### src/rtl/spike_enc_pkg.sv
// spike_enc_pkg: shared FSM states and the slot-width helper for the spike time encoder.
package spike_enc_pkg;
  typedef enum logic [1:0] {IDLE, SCAN, HOLD} state_t;
  function automatic int time_w(input int window);
    return $clog2(window) + 1;
  endfunction
endpackage

### src/rtl/spike_time_lane.sv
// spike_time_lane: per-line first-spike capture (seen flag plus slot register).
module spike_time_lane #(
  parameter int WINDOW = 8,
  parameter int TIME_W = 4
)(
  input  logic              clk,
  input  logic              rst,
  input  logic              clear,
  input  logic              en,
  input  logic              spike,
  input  logic [TIME_W-1:0] t,
  output logic [TIME_W-1:0] slot,
  output logic              seen
);
  always_ff @(posedge clk) begin
    if (rst || clear) begin
      seen <= 1'b0;
      slot <= TIME_W'(WINDOW);
    end else if (en && spike && !seen) begin
      seen <= 1'b1;
      slot <= t;
    end
  end
endmodule

### src/rtl/spike_time_encoder.sv
// spike_time_encoder: time-to-first-spike encoder, one window of WINDOW slots per grst toggle.
// Defining SPIKE_ENC_OVERRUN_CNT_EN adds a saturating overrun_cnt output.
module spike_time_encoder
  import spike_enc_pkg::*;
#(
  parameter int P = 64,
  parameter int WINDOW = 8,
  localparam int TIME_W = time_w(WINDOW)
)(
  input  logic                       clk,
  input  logic                       rst,
  input  logic                       grst,
  input  logic                       start_count,
  input  logic [P-1:0]               spike_in,
  output logic                       out_valid,
  input  logic                       out_ready,
  output logic [P-1:0][TIME_W-1:0]   spike_time,
  output logic [P-1:0]               spike_seen
`ifdef SPIKE_ENC_OVERRUN_CNT_EN
  ,output logic [7:0]                overrun_cnt
`endif
);
  state_t state;
  logic grst_q;
  logic [TIME_W-1:0] t;
  logic phase_edge, clear, en;
  assign phase_edge = grst != grst_q;
  // An edge in IDLE opens a window, an edge in SCAN restarts it; in HOLD it is an overrun.
  assign clear = phase_edge && start_count && state != HOLD;
  assign en = state == SCAN && start_count;
  for (genvar i = 0; i < P; i++) begin : g_lane
    spike_time_lane #(.WINDOW(WINDOW), .TIME_W(TIME_W)) u_lane (
      .clk(clk), .rst(rst), .clear(clear), .en(en), .spike(spike_in[i]), .t(t),
      .slot(spike_time[i]), .seen(spike_seen[i])
    );
  end
  always_ff @(posedge clk) begin
    if (rst) begin
      state <= IDLE;
      t <= '0;
      out_valid <= 1'b0;
      grst_q <= grst;
    end else begin
      grst_q <= grst;
      case (state)
        IDLE: if (phase_edge && start_count) begin
          state <= SCAN;
          t <= '0;
        end
        SCAN: if (!start_count) begin
          state <= IDLE;
          t <= '0;
        end else if (phase_edge) begin
          t <= '0;
        end else if (t == TIME_W'(WINDOW - 1)) begin
          state <= HOLD;
          t <= '0;
          out_valid <= 1'b1;
        end else begin
          t <= t + 1'b1;
        end
        HOLD: if (out_ready) begin
          state <= IDLE;
          out_valid <= 1'b0;
        end
        default: state <= IDLE;
      endcase
    end
  end
`ifdef SPIKE_ENC_OVERRUN_CNT_EN
  always_ff @(posedge clk) begin
    if (rst) overrun_cnt <= '0;
    else if (state == HOLD && phase_edge && overrun_cnt != 8'hff) overrun_cnt <= overrun_cnt + 8'd1;
  end
`endif
endmodule

### config.mk
export PLATFORM = sky130hd
export DESIGN_NAME = spike_time_encoder
export DESIGN_NICKNAME = d
export VERILOG_FILES = /design/src/rtl/spike_enc_pkg.sv /design/src/rtl/spike_time_lane.sv /design/src/rtl/spike_time_encoder.sv
export SDC_FILE = /design/constraint.sdc
export NUM_CORES = 1
export LEC_CHECK = 0
export ABC_CLOCK_PERIOD_IN_PS = 4000
export CAP_MARGIN = 20
export CORE_UTILIZATION = 53
export DETAILED_ROUTE_END_ITERATION = 6
export GPL_TIMING_DRIVEN = 1
export PLACE_DENSITY_LB_ADDON = 0.05
export SETUP_SLACK_MARGIN = 0.1
export SYNTH_ARGS = -nofsm -noshare
export SYNTH_HDL_FRONTEND = slang
export SYNTH_SLANG_ARGS = --single-unit
### constraint.sdc
create_clock -name clk -period 4 [get_ports clk]
set_clock_uncertainty 0.05 [all_clocks]
set_input_delay 0.6 -clock clk [delete_from_list [all_inputs] [get_ports clk]]
set_output_delay 0.6 -clock clk [all_outputs]
set_load 0.03 [all_outputs]
# [After elaboration in Yosys (flattened, before gate mapping)]
# Cells that the tools add are included.
[totals] register_bits=328 inputBits=69 wordCells=363 output_inout_bits=321
[op_classes] n_eq_ne=12 n_mux=16 n_reduce_logical=202 addsub=1
[ops] operator="logical AND 1 bit" n=131
[ops] operator="logical NOT 1 bit" n=64
[ops] operator="two-way mux 4 bit" n=4
[ops] operator="two-way mux 2 bit" n=5
[ops] operator="inequality test 2 bit, second input constant" n=5
[ops] operator="case mux 4 bit (2 select lines)" n=1
[ops] operator="case mux 2 bit (3 select lines)" n=1
[ops] operator="AND reduction 5 bit" n=1
[ops] operator="adder 4 x 1 -> 4 bit, second input constant" n=1
[ops] operator="== test 4 x 3 -> 1 bit, second input constant" n=1
[ops] operator="two-way mux 1 bit" n=4
[ops] operator="AND reduction 4 bit" n=1
[ops] operator="nonzero test 2 bit" n=2
[ops] operator="inequality test 3 x 2 -> 1 bit, second input constant" n=1
[ops] operator="inequality test 3 bit, second input constant" n=1
[ops] operator="== test 2 x 1 -> 1 bit, second input constant" n=1
[ops] operator="== test 2 bit, second input constant" n=1
[ops] operator="logical NOT 2 bit" n=1
[ops] operator="inequality test 2 x 1 -> 1 bit, second input constant" n=1
[ops] operator="case mux 1 bit (2 select lines)" n=1
[ops] operator="AND reduction 2 bit" n=1
[ops] operator="logical OR 1 bit" n=1
[ops] operator="inequality test 1 bit" n=1

# [Depth between registers and ports, before layout]
[logic_depth] ltp_word=5 mapped_depth=7 ltp_nobuf=4

# [Cells and area by module]
# A second synthesis with hierarchy kept.
[unflattened] cells_unflattened=1513 hier_area_um2=16344.4
[by_module_without_submodules] mod="spike_time_lane" n_inst=64 area_each_um2=249.0 seq_area_each_um2=100.1 cells_per_inst=23
[by_module_without_submodules] mod="spike_time_encoder" n_inst=1 area_each_um2=409.1 seq_area_each_um2=160.2 cells_per_inst=41

# [Least setup slack after synthesis]
# No wires, ideal clock.
[synth_path] path_type="input to register" startpoint="input start_count" endpoint="register g_lane[41].u_lane.slot[3]" path_buffers=3 setup_ns=0.143 required_time_ns=3.807 path_stages=5 setup_slack_ns=2.295 arrival_time_ns=1.512 cell_sequence="buf_12 > buf_12 > a31oi_4 > buf_1 > o311ai_1"
[synth_between] elab_chain_cells=3 elab_cells_between_ends=6 cone_classes="6 x reduce/logical"
[synth_rtl] item="start: declaration" line_no="spike_time_encoder.sv:13" rtl="input logic start_count,"
[synth_rtl] item="logical AND 1 bit (on tied branches)" line_no="spike_time_encoder.sv:30, spike_time_encoder.sv:29"
[synth_rtl] item="logical AND 1 bit (on tied branches)" line_no="spike_time_lane.sv:19, spike_time_encoder.sv:29"
[synth_rtl] item="logical AND 1 bit / logical OR 1 bit (equally long branches)" line_no="spike_time_lane.sv:19, spike_time_lane.sv:16"
[synth_rtl] item="end signal: assignment" line_no="spike_time_lane.sv:18" rtl="slot <= TIME_W'(WINDOW);"
[synth_rtl] item="end signal: assignment" line_no="spike_time_lane.sv:21" rtl="slot <= t;"
[synth_rtl] item="end: declaration" line_no="spike_time_lane.sv:12" rtl="output logic [TIME_W-1:0] slot,"
# Several ways; a longest one is shown, not always the timed one.
# A chain may end at the register's enable or synchronous reset.

# [Final worst setup path]
[layout_path] startpoint="register state[0]" endpoint="register g_lane[17].u_lane.slot[1]"
[layout_between] elab_chain_cells=4 elab_cells_between_ends=7 cone_classes="2 x eq/ne; 5 x reduce/logical"
[layout_rtl] item="start: declaration" line_no="spike_time_encoder.sv:23" rtl="state_t state;"
[layout_rtl] item="start signal: assignment" line_no="spike_time_encoder.sv:39" rtl="state <= IDLE;"
[layout_rtl] item="start signal: assignment" line_no="spike_time_encoder.sv:47" rtl="state <= SCAN;"
[layout_rtl] item="start signal: assignment" line_no="spike_time_encoder.sv:51" rtl="state <= IDLE;"
[layout_rtl] item="== test 2 x 1 -> 1 bit" line_no="spike_time_encoder.sv:30" rtl="assign en = state == SCAN && start_count;"
[layout_rtl] item="logical AND 1 bit" line_no="spike_time_encoder.sv:30"
[layout_rtl] item="logical AND 1 bit (2 in series)" line_no="spike_time_lane.sv:19" rtl="end else if (en && spike && !seen) begin"
[layout_rtl] item="end signal: assignment" line_no="spike_time_lane.sv:18"
[layout_rtl] item="end signal: assignment" line_no="spike_time_lane.sv:21"
[layout_rtl] item="end: declaration" line_no="spike_time_lane.sv:12"
# Several ways; a longest one is shown, not always the timed one.

==> metrics.yaml <==
status:
  outcome: "completed"
final_layout:
  nets: 1782
  fillers: 2104
  final_util: 0.710
  area_growth_pct: 31.8
  final_layout_size_suffix_gt1_frac: 0.131
critical_path:
  critPathLaunchType: "flip-flop"
  cp.required_ns: 4.37
  arrival_ns: 3.03
  crit_type: "reg2reg"
  endpoint_kind: "flip-flop"
  cp_max_fo: 37
  reg2reg_slack_ns: 1.34
yosys:
  synth.most_common_cell: "dfxtp_1"
  ys_ff_latch: 328
  synth_cell_types: 41
  syn_avg_cell_area_um2: 10.2
  netlist_instances: 1431
  synth_top_area_frac: 0.452
  ys_top_cells_by_count: "dfxtp_1 (328), o21ai_0 (256), a21oi_1 (167)"
  ys_top_cells_by_area: "dfxtp_1 (45%), or3b_1 (9.2%), o21ai_0 (8.8%)"
  synth-edff-count: 0
  syn_nets: 1501
  ys_seq_area_frac: 0.452
  postSynth.asyncResetShare: 0
  syn_area_mm2: 0.0145
  synth_flop_cell: "dfxtp_1"
  yosys_warnings: 0
  yosysTopAreaCell: "dfxtp_1"
route:
  viasPerCell: 5.88
  drt_first_pass_iters: 7
  wire_per_inst_um: 19.9
  vias: 12232
  drt_iter0_drc: 924
  routed_wl_um: 41400
  ant_nets: 0
  drc_errors: 0
timing:
  fin_tns_setup_ns: 0
  hold_viol: 0
  tightest_slew_ns: 1.12
  layout_min_cycle_time_ns: 2.66
  final-setup-viol-count: 0
  rsz0062_at_grt: "false"
  fin_hold_ws_ns: 0.423
  finalCritPeriodShare: 0.665
  slew_headroom: 0.253
  fmax_ghz: 0.376
  finalMaxSlewViolations: 0
floorplan:
  die_y_um: 168
  fp.dieW_um: 168
  io_pins: 390
  core.rowCount: 60
  core_mm2: 0.0270
  die_area_mm2: 0.0281
  start_util: 0.539
cts:
  clockBufferDepth: 3
  cts_tree: "built"
  clkTransAtPathRegs_ns: 0.06
  ctsHoldBuffers: 0
  clockRootBuffer: "clkbuf_16"
  htreeDepth: 2
  clk_latency_ns: 0.50
  post_cts_buffers: 0
  post_cts_resized: 0
  clock-sinks: 328
  cts_buffers: 36
flow_run:
  maxCapViolCount: 0
pwr:
  worst_ir_drop_vdd_mv: 0.253
  p_per_area_mw_per_mm2: 380
  p_leak_nw: 6.26
global_route:
  antenna_found_initial: 2
  grt_use_total: 0.287
  grt_max_degree: 106
  overflow: 0
  grt_pass1_wl_um: 64200
  grt_pass1_vias: 11481
place:
  port_buffers: 389
  hpwl_um: 26000
  gp_congestion: 0.807
min_path:
  hold_class: "reg2reg"
## worst paths after layout
check	startpoint	endpoint	cells after the start
worst min-delay path	g_lane[1].u_lane.slot[1]$_SDFFE_PP0P_	g_lane[1].u_lane.slot[1]$_SDFFE_PP0P_	2
worst min register to register	g_lane[1].u_lane.slot[1]$_SDFFE_PP0P_	g_lane[1].u_lane.slot[1]$_SDFFE_PP0P_	2
worst max register to register	state[0]$_SDFFE_PP0P_	g_lane[17].u_lane.slot[1]$_SDFFE_PP0P_	4
worst max-delay path	state[0]$_SDFFE_PP0P_	g_lane[17].u_lane.slot[1]$_SDFFE_PP0P_	4
## final cells by class
type                       instances  area [um^2]  area share
multi-input combinational        938         6880       0.359
sequential                       328         6580       0.343
timing repair buffer             405         4040       0.211
clock buffer                      50         1030      0.0541
tap                              341          427      0.0223
clock inverter                    14          173     0.00902
inverter                           3         11.3    0.000588
antenna                            2         5.00    0.000261
## power by group
part	total (mW)	switching, mW	internal [mW]	leakage (nW)
clock	3.37	1.31	2.06	0.599
combinational	0.546	0.356	0.190	3.01
sequential	3.35	0.0532	3.30	2.65
## registers in the layout (all words and copies together), names as in the netlist
| register | count |
|---|---|
| g_lane.u_lane.seen | 64 |
| t | 4 |
| out_valid | 1 |
| state | 2 |
| g_lane.u_lane.slot | 256 |
| grst_q | 1 |
## placed cells by master, fill, tap and decap left out, drive strengths merged, types with 2 or more instances in the layout
| cell type | instances |
|---|---|
| nand2b | 16 |
| nand4b | 52 |
| o311ai | 64 |
| clkdlybuf4s50 | 388 |
| diode | 2 |
| bufinv | 4 |
| o21ai | 256 |
| nor2b | 14 |
| clkinv | 9 |
| buf | 17 |
| xnor2 | 2 |
| a31oi | 2 |
| a21oi | 257 |
| and3b | 2 |
| nor2 | 66 |
| clkbuf | 50 |
| dfxtp | 328 |
| nand3 | 40 |
| inv | 3 |
| or3b | 153 |
## through the flow
stage / instances / setup WS [ns] / power [mW] / area [um^2]
6_report: 2081 / 1.34 / 7.27 / 19100
5_1_grt: 2081 / 1.23 / 7.49 / 19100
4_1_cts: 2079 / 1.34 / 7.31 / 19100
3_5_place_dp: 2015 / 1.17 / 3.97 / 17900
3_3_place_gp: 2015 / 1.24 / 3.96 / 17900
2_1_floorplan: 1431 / 2.30 / 3.77 / 14500
## critical path: stages (launching register included)
cell      delay, ns
dfxtp_4        0.70
buf_4          0.90
nand4b_4       0.26
or3b_1         0.44
a21oi_1        0.15
## per-layer routing
metal / vias up / routed length [um] / share of wire / GRT usage
met5: - / 0 / 0 / 0
met4: 0 / 1320 / 0.032 / 0.107
met3: 78 / 3310 / 0.080 / 0.0695
met2: 470 / 19300 / 0.47 / 0.473
met1: 5829 / 17400 / 0.42 / 0.362
li1: 5855 / - / - / -
## cells by family (layout without fill, tap and decap cells)
logic type / count (synthesis) / count (layout) / share of synthesized area
AND/OR/NAND/NOR: 346 / 346 / 0.223
multiplexers: 1 / 1 / 0.000775
AO/OA/AOI/OAI: 587 / 587 / 0.245
other: 0 / 2 / 0
buffers and inverters: 165 / 472 / 0.0755
XOR/XNOR: 3 / 3 / 0.00233
adder cells (fa/ha/maj): 1 / 1 / 0.000861
flip-flops: 328 / 328 / 0.452
No activity file was read; power rests on OpenSTA's default activity.
